[config.mk]
export PLATFORM = sky130hd
export DESIGN_NAME = div_unit
export DESIGN_NICKNAME = d
export VERILOG_FILES = /design/src/rtl/div_unit.sv
export SDC_FILE = /design/constraint.sdc
export NUM_CORES = 1
export LEC_CHECK = 0
export ABC_AREA = 1
export CELL_PAD_IN_SITES_DETAIL_PLACEMENT = 0
export CELL_PAD_IN_SITES_GLOBAL_PLACEMENT = 1
export CORE_MARGIN = 2
export CORE_UTILIZATION = 41
export CTS_CLUSTER_SIZE = 8
export DETAILED_ROUTE_END_ITERATION = 6
export GPL_TIMING_DRIVEN = 0
export HOLD_SLACK_MARGIN = 0.02
export PLACE_DENSITY_LB_ADDON = 0.25
export SLEW_MARGIN = 5
export SYNTH_ARGS = -nofsm -noshare
export SYNTH_HDL_FRONTEND = slang
export SYNTH_SLANG_ARGS = --single-unit
[constraint.sdc]
create_clock -name clk -period 2.7 [get_ports clk]
set_input_delay 0.54 -clock clk [delete_from_list [all_inputs] [get_ports clk]]
set_output_delay 0.54 -clock clk [all_outputs]
set_load 0.02 [all_outputs]
[src/rtl/div_unit.sv]
// Multi-cycle radix-2 restoring divider serving the EX stage's DIV/DIVU requests.
// The result is packed as {remainder, quotient}. It is registered and held until EX drops start_i.
module div_unit #(
  parameter int WIDTH = 32
) (
  input  logic               clk,
  input  logic               rst,
  input  logic               signed_div_i,
  input  logic [WIDTH-1:0]   opdata1_i,
  input  logic [WIDTH-1:0]   opdata2_i,
  input  logic               start_i,
  input  logic               annul_i,
  output logic [2*WIDTH-1:0] result_o,
  output logic               ready_o
);

  localparam int CW = $clog2(WIDTH) + 1;

  typedef enum logic [1:0] {
    S_FREE,
    S_BYZERO,
    S_ON,
    S_END
  } state_e;

  state_e             state_q, state_d;
  logic [CW-1:0]      cnt_q, cnt_d;
  logic [WIDTH-1:0]   dividend_q, dividend_d;
  logic [WIDTH-1:0]   divisor_q, divisor_d;
  logic [WIDTH-1:0]   rem_q, rem_d;
  logic               sign1_q, sign1_d;
  logic               sign2_q, sign2_d;
  logic [2*WIDTH-1:0] result_q, result_d;
  logic               ready_q, ready_d;

  logic               op1_neg;
  logic               op2_neg;
  logic [WIDTH:0]     trial;
  logic [WIDTH-1:0]   quot_fix;
  logic [WIDTH-1:0]   rem_fix;

  assign op1_neg = signed_div_i & opdata1_i[WIDTH-1];
  assign op2_neg = signed_div_i & opdata2_i[WIDTH-1];

  // The partial remainder is always below the divisor. The shifted value therefore needs
  // only one extra bit, and bit WIDTH of the difference is the borrow flag.
  assign trial = {rem_q, dividend_q[WIDTH-1]} - {1'b0, divisor_q};

  // Sign flags are stored only for signed divides, so an unsigned divide never takes a fixup.
  assign quot_fix = (sign1_q ^ sign2_q) ? -dividend_q : dividend_q;
  assign rem_fix  = sign1_q ? -rem_q : rem_q;

  // NOTE: sequential state uses non-blocking assignments only. Every register, including the
  // datapath, is cleared on reset so an aborted divide leaves nothing behind.
  always_ff @(posedge clk) begin
    if (rst) begin
      state_q <= S_FREE;
    end else begin
      state_q <= state_d;
    end
  end

  // NOTE: every combinational output gets a default first, so no path infers a latch.
  always_comb begin
    state_d = state_q;
    unique case (state_q)
      S_FREE: begin
        if (start_i && !annul_i) begin
          state_d = (opdata2_i == '0) ? S_BYZERO : S_ON;
        end
      end
      S_BYZERO: state_d = S_END;
      S_ON: begin
        if (annul_i) begin
          state_d = S_FREE;
        end else if (cnt_q == CW'(WIDTH)) begin
          state_d = S_END;
        end
      end
      S_END: begin
        if (!start_i) begin
          state_d = S_FREE;
        end
      end
      default: state_d = S_FREE;
    endcase
  end

  always_comb begin
    cnt_d      = cnt_q;
    dividend_d = dividend_q;
    divisor_d  = divisor_q;
    rem_d      = rem_q;
    sign1_d    = sign1_q;
    sign2_d    = sign2_q;
    result_d   = result_q;
    ready_d    = ready_q;
    unique case (state_q)
      S_FREE: begin
        result_d = '0;
        ready_d  = 1'b0;
        if (start_i && !annul_i) begin
          sign1_d    = op1_neg;
          sign2_d    = op2_neg;
          dividend_d = op1_neg ? -opdata1_i : opdata1_i;
          divisor_d  = op2_neg ? -opdata2_i : opdata2_i;
          rem_d      = '0;
          cnt_d      = '0;
        end
      end
      S_BYZERO: begin
        result_d = '0;
        ready_d  = 1'b1;
      end
      S_ON: begin
        if (annul_i) begin
          result_d = '0;
          ready_d  = 1'b0;
          cnt_d    = '0;
        end else if (cnt_q != CW'(WIDTH)) begin
          // The quotient bits shift into the dividend register as the dividend bits shift out.
          if (!trial[WIDTH]) begin
            rem_d = trial[WIDTH-1:0];
          end else begin
            rem_d = {rem_q[WIDTH-2:0], dividend_q[WIDTH-1]};
          end
          dividend_d = {dividend_q[WIDTH-2:0], ~trial[WIDTH]};
          cnt_d      = cnt_q + CW'(1);
        end else begin
          result_d = {rem_fix, quot_fix};
          ready_d  = 1'b1;
        end
      end
      S_END: begin
        if (!start_i) begin
          result_d = '0;
          ready_d  = 1'b0;
        end
      end
      default: begin
        result_d = '0;
        ready_d  = 1'b0;
      end
    endcase
  end

  always_ff @(posedge clk) begin
    if (rst) begin
      cnt_q      <= '0;
      dividend_q <= '0;
      divisor_q  <= '0;
      rem_q      <= '0;
      sign1_q    <= 1'b0;
      sign2_q    <= 1'b0;
      result_q   <= '0;
      ready_q    <= 1'b0;
    end else begin
      cnt_q      <= cnt_d;
      dividend_q <= dividend_d;
      divisor_q  <= divisor_d;
      rem_q      <= rem_d;
      sign1_q    <= sign1_d;
      sign2_q    <= sign2_d;
      result_q   <= result_d;
      ready_q    <= ready_d;
    end
  end

  assign result_o = result_q;
  assign ready_o  = ready_q;

endmodule

==> results of run 1 <==
final cells by class:
type / instances / area share
flip-flops and latches: 171 / 0.218
well taps: 402 / 0.0320
multi-input cells: 1630 / 0.526
plain buffers: 75 / 0.0226
clock buffers: 20 / 0.0297
inverters: 327 / 0.0781
repair buffers: 134 / 0.0851
clock inverters: 12 / 0.00805
flip-flops by register name, summed over array words and instances, names as in the netlist:
signal and cells:
result_o 64, dividend_q 32, divisor_q 32, rem_q 32, cnt_q 6, state_q 2, ready_o 1, sign1_q 1
sign2_q 1
kinds of logic after synthesis:
family          share of synthesized area
compound gates                      0.163
xor+xnor                           0.0284
fa+ha+maj                          0.0421
buf+inv                             0.119
flops                               0.258
simple gates                        0.390
what timing repair did:
| item | CTS | global route |
|---|---|---|
| hold buffers | 0 | 0 |
| buffers inserted | 0 | 2 |
| endpoints found under the setup margin | 0 | 52 |
| resized for setup | 0 | 14 |
layout by cell type, fill, tap and decap left out, types with 5 or more instances in the layout:
master,instances
nor2_2,8
buf_4,5
or2_2,7
inv_6,5
a21oi_1,208
buf_2,6
clkdlybuf4s50_1,132
nor2_1,155
nand3_2,20
o21ai_0,102
clkbuf_16,17
nand2_4,11
xor2_1,30
ha_1,43
inv_2,19
nand3_1,214
clkbuf_1,53
dfxtp_1,170
nor3_1,29
o221ai_1,8
o211ai_1,19
nand2_2,23
nand4_1,27
inv_1,305
xnor2_1,13
nand2_1,628
a21oi_2,24
nand3b_1,15
where the power goes:
part | leakage [uW] | switching (uW) | internal (uW)
Sequential | 0.00139 | 303 | 2790
Combinational | 0.00553 | 3420 | 1460
Clock | 0.000287 | 1150 | 1370
Total | 0.00720 | 4880 | 5620
worst max-delay path: stages, from the launching register on:
cell and delay [ns]:
dfxtp_1 0.34, inv_1 0.11, ha_1 0.19, clkbuf_1 0.55, a21oi_2 0.26, inv_2 0.23, clkbuf_1 0.44, a21oi_1 0.06
o21ai_0 0.15, a21oi_1 0.10
through the flow:
stage               setup WS (ns)  hold slack [ns]  std cells
finish                      0.144            0.462       2771
global placement           -0.216            0.453       2738
CTS                       0.00242            0.464       2770
global route              0.00446            0.481       2771
floorplan                   0.433            0.444       2204
detailed placement         -0.252            0.455       2738
how the worst max path moves through the flow:
stage / endpoint / slack [ns]
after floorplan: rem_q[24]$_SDFFE_PP0P_ / 0.43
after global placement: result_o[15]$_SDFFE_PP0P_ / -0.22
after detailed placement: result_o[15]$_SDFFE_PP0P_ / -0.25
after CTS: rem_q[26]$_SDFFE_PP0P_ / 0.002
after global routing: dividend_q[30]$_SDFFE_PP0P_ / 0.004
final: dividend_q[19]$_SDFFE_PP0P_ / 0.14
metal layers:
metal  track usage  up-vias
met4        0.0688        0
met2         0.453      386
met3        0.0462       45
li1              -     7412
met5             0        -
met1         0.411     6661
==> impl_metrics.tcl, run 1 <==
set metrics [dict create \
    nNetsFinal 2469 \
    dr.pass1.iters 6 \
    place_area_um2 15100 \
    area_delta_synth_final_pct 18.5 \
    drive_gt1_frac 0.0743 \
    postSynthAreaPerCell_um2 6.01 \
    vias_per_cell 5.23 \
    startpoint "state_q[0]$_SDFFE_PP0P_" \
    worstMarginPinSlew_ns 0.944 \
    ant_nets 0 \
    nFillCells 3349 \
    synth_top_flop_cell "dfxtp_1" \
    synth_top_cell_area_share 0.258 \
    start_util 0.418 \
    gp_congestion 0.927 \
    wl_met1_um 23900 \
    numCtsBuffers 17 \
    synthCells 2204 \
    ys_types 48 \
    yosysTopAreaCell "dfxtp_1" \
    final_cell_area_um2 15700 \
    yosysSeqAreaShare 0.258 \
    ioPinCount 134 \
    finalSetupViolations 0 \
    cts_buffer_depth 2 \
    fmax_ghz 0.391 \
    rows 65 \
    final_hold_viol_count 0 \
    status "finished, final reports clean" \
    grt-ovfl-total 0 \
    drc 0 \
    h-tree-depth 4 \
    synth_area_um2 13300 \
    slew_headroom 0.371 \
    grt_pass1_wl_um 74800 \
    hold_path_class "flop to flop" \
    rr_startpoint "state_q[0]$_SDFFE_PP0P_" \
    grt.total_usage 0.288 \
    synth_edf_count 0 \
    fp.dieArea_um2 33800 \
    min_period_over_period 0.947 \
    synthesis.nets 2317 \
    holdPathEnd "result_o[32]$_SDFFE_PP0P_" \
    hold_depth 2 \
    top_layer_used "met4" \
    fin_crit_ns 2.56 \
    grt_pass1_vias 13500 \
    r2r_cells 9 \
    cap_violations 0 \
    wl_met2_um 21200 \
    die_h_um 184 \
    cts.sinks 171 \
    wl_per_cell_um 17.5 \
    synth_most_common_cell "nand2_1" \
    portBuffers 132 \
    yosysWarnings 0 \
    startpoint_type "flop" \
    netlist_top_cells_area "dfxtp_1 (26%), nand2_1 (18%), inv_1 (8.7%)" \
    cp_max_fo 10 \
    total_power_uw 10500 \
    ff2ff_setup_slack_ns 0.14 \
    finalWirelength_um 48500 \
    tritoncts "built" \
    setup_tns_ns 0 \
    worstHoldStart "result_o[32]$_SDFFE_PP0P_" \
    drtIter0Drc 1085 \
    skew_ns 0.0163 \
    met3_length_um 2620 \
    fin_util 0.495 \
    synth_common_cells "nand2_1 (628), inv_1 (306), nand3_1 (214)" \
    power.density_nw_per_um2 668 \
    worst_setup_path_end_kind "flop" \
    vias 14500 \
    die_w_um 184 \
    multiInputGateArea_um2 8270 \
    regArea_um2 3420 \
    yosys_register_bits 171 \
    grt_setup_unrepaired "no" \
    p_leak_uw 0.00720 \
    grt_max_degree 17 \
    critPathRequiredTime_ns 3.03 \
    clk_latency_ns 0.46 \
    antenna_found_initial 0 \
    core_area_um2 31700 \
    diodes 0 \
    cp.arrival_ns 2.88 \
    path_class "flop to flop" \
    drv_slew 0 \
    ys_async_sr_fraction 0 \
    irDropWorstVdd_mv 0.482 \
    dpl.hpwl_um 39800 \
    path_clk_slew_ns 0.07 \
    cts_root_buffer "clkbuf_16" \
    r2r-end "dividend_q[19]$_SDFFE_PP0P_" \
]
No activity file was read; power rests on OpenSTA's default activity.
==> inputs of run 2 (changes only) <==
--- a/config.mk
+++ b/config.mk
@@ -10,7 +10,7 @@
 export CELL_PAD_IN_SITES_GLOBAL_PLACEMENT = 1
 export CORE_MARGIN = 2
 export CORE_UTILIZATION = 41
-export CTS_CLUSTER_SIZE = 8
+export CTS_CLUSTER_SIZE = 24
 export DETAILED_ROUTE_END_ITERATION = 6
 export GPL_TIMING_DRIVEN = 0
 export HOLD_SLACK_MARGIN = 0.02
==> results of run 2 <==
Same layout as run 1: the final DEF is identical, and so are final timing and power.
==> inputs of run 3 (changes only) <==
--- a/config.mk
+++ b/config.mk
@@ -14,6 +14,7 @@
 export DETAILED_ROUTE_END_ITERATION = 6
 export GPL_TIMING_DRIVEN = 0
 export HOLD_SLACK_MARGIN = 0.02
+export MAX_ROUTING_LAYER = met4
 export PLACE_DENSITY_LB_ADDON = 0.25
 export SLEW_MARGIN = 5
 export SYNTH_ARGS = -nofsm -noshare
==> run 3 against run 2 <==
Combinational power is essentially flat. Largest power group unchanged. Sequential share of layout area is essentially flat. Worst setup slack worse by 0.0076 ns. First-iteration DRC count rose by 21%. Clock skew down 0.0054 ns. Hold slack got worse by 0.00064 ns. Final cell count stayed put. Global-route usage up 0.98 points. Register-to-register slack is essentially flat. Critical path type unchanged. Sequential cell count is the same. Critical path depth up 7. Non-clock buffer count stayed put.
==> impl_metrics.tcl, run 3 (same netlist as run 1, synthesis figures left out) <==
set metrics [dict create \
    finalWorstSetupSlack_ns 0.136 \
    vias_per_cell 5.33 \
    fin_crit_ns 2.56 \
    ioPinCount 134 \
    startpoint_type "flop" \
    grt-ovfl-total 0 \
    grt_setup_unrepaired "no" \
    drtIter0Drc 1316 \
    holdWs_ns 0.461 \
    nFillCells 3357 \
    grt_max_degree 19 \
    multiInputGateArea_um2 8270 \
    start_util 0.418 \
    tritoncts "built" \
    area_delta_synth_final_pct 18.5 \
    core_area_um2 31700 \
    antenna_found_initial 0 \
    h-tree-depth 4 \
    hold_path_class "flop to flop" \
    cp.arrival_ns 2.88 \
    worstMarginPinSlew_ns 0.895 \
    p_leak_uw 0.00720 \
    final_common_cell "nand2_1" \
    wl_per_cell_um 17.7 \
    cts_buffer_depth 2 \
    fp.dieArea_um2 33800 \
    final_cell_area_um2 15700 \
    drive_gt1_frac 0.0743 \
    cts_root_buffer "clkbuf_16" \
    power.density_nw_per_um2 669 \
    final_cell_mix "nand2_1 (628), inv_1 (306), nand3_1 (214)" \
    cap_violations 0 \
    portBuffers 132 \
    clk_latency_ns 0.45 \
    dr.pass1.iters 5 \
    ant_nets 0 \
    gp_congestion 0.957 \
    grt_pass1_vias 13500 \
    dpl.hpwl_um 40200 \
    finalWirelength_um 49200 \
    finalSetupViolations 0 \
    drc 0 \
    largest_reg_flops 64 \
    fmax_ghz 0.390 \
    grt_pass1_wl_um 75000 \
    die_h_um 184 \
    drv_slew 0 \
    grt.total_usage 0.298 \
    place_area_um2 15100 \
    critPathRequiredTime_ns 3.01 \
    cts.sinks 171 \
    slew_headroom 0.403 \
    regArea_um2 3420 \
    irDropWorstVdd_mv 0.518 \
    cts_hold_buf 0 \
    place_ws_ns -0.239 \
    vias 14800 \
    path_class "flop to flop" \
    status "finished, final reports clean" \
    min_period_over_period 0.950 \
    worst_setup_path_end_kind "flop" \
    path_clk_slew_ns 0.08 \
    final_hold_viol_count 0 \
    skew_ns 0.0109 \
    diodes 0 \
    cp_max_fo 10 \
    nNetsFinal 2469 \
    die_w_um 184 \
    rows 65 \
    numCtsBuffers 17 \
]
-- run 3: worst max-delay path: stages (launching register included) --
cell	delay, ns
dfxtp_2	0.35
inv_1	0.10
ha_1	0.24
fa_2	0.36
inv_1	0.12
nand2_1	0.06
nand2_1	0.08
nand3_1	0.09
nand2_2	0.13
nand2_4	0.07
nand2_4	0.07
nand2_4	0.07
nand3_4	0.15
clkbuf_4	0.26
nand3_1	0.14
nand3_2	0.10
a21oi_2	0.04
-- run 3: what timing repair did --
action,CTS,global route
endpoints found under the hold margin,0,0
buffers inserted,0,2
gates resized for setup,0,14
setup endpoints to repair,0,58
-- run 3: final cells by class --
cell class	instances	area share
buffer	75	0.0225
clock buffer	18	0.0280
clock inverter	14	0.00980
inverter	327	0.0782
multi-input combinational	1630	0.526
sequential	171	0.218
tap	402	0.0320
timing repair buffer	134	0.0851
-- run 3: final timing paths --
kind,start,end,slack [ns],cells past startpoint
max,dividend_q[31]$_SDFFE_PP0P_,rem_q[26]$_SDFFE_PP0P_,0.14,16
min,result_o[32]$_SDFFE_PP0P_,result_o[32]$_SDFFE_PP0P_,0.46,2
max reg2reg,dividend_q[31]$_SDFFE_PP0P_,rem_q[26]$_SDFFE_PP0P_,0.14,16
min reg2reg,result_o[32]$_SDFFE_PP0P_,result_o[32]$_SDFFE_PP0P_,0.46,2
-- run 3: report_power, final --
| group | total, uW | leakage (uW) | switching (uW) | internal (uW) |
|---|---|---|---|---|
| registers | 3090 | 0.00139 | 303 | 2790 |
| logic | 4910 | 0.00553 | 3450 | 1460 |
| clock network | 2500 | 0.000287 | 1240 | 1260 |
| total | 10500 | 0.00720 | 4990 | 5510 |
-- run 3: per-layer routing --
| metal | vias up | GRT usage | part of all wire |
|---|---|---|---|
| met2 | 439 | 0.457 | 0.44 |
| met5 | - | - | 0 |
| met4 | 0 | 0.0736 | 0.019 |
| li1 | 7430 | - | - |
| met1 | 6857 | 0.419 | 0.49 |
| met3 | 50 | 0.0319 | 0.049 |
-- run 3: through the flow --
| stage | util | total power [uW] | std cells | TNS, ns |
|---|---|---|---|---|
| 6_report | 0.495 | 10500 | 2771 | 0 |
| 2_1_floorplan | - | 6360 | 2204 | 0 |
| 3_3_place_gp | 0.475 | 7870 | 2738 | -3.61 |
| 5_1_grt | 0.495 | 11200 | 2771 | 0 |
| 3_5_place_dp | 0.475 | 7910 | 2738 | -4.60 |
| 4_1_cts | 0.494 | 10400 | 2770 | 0 |
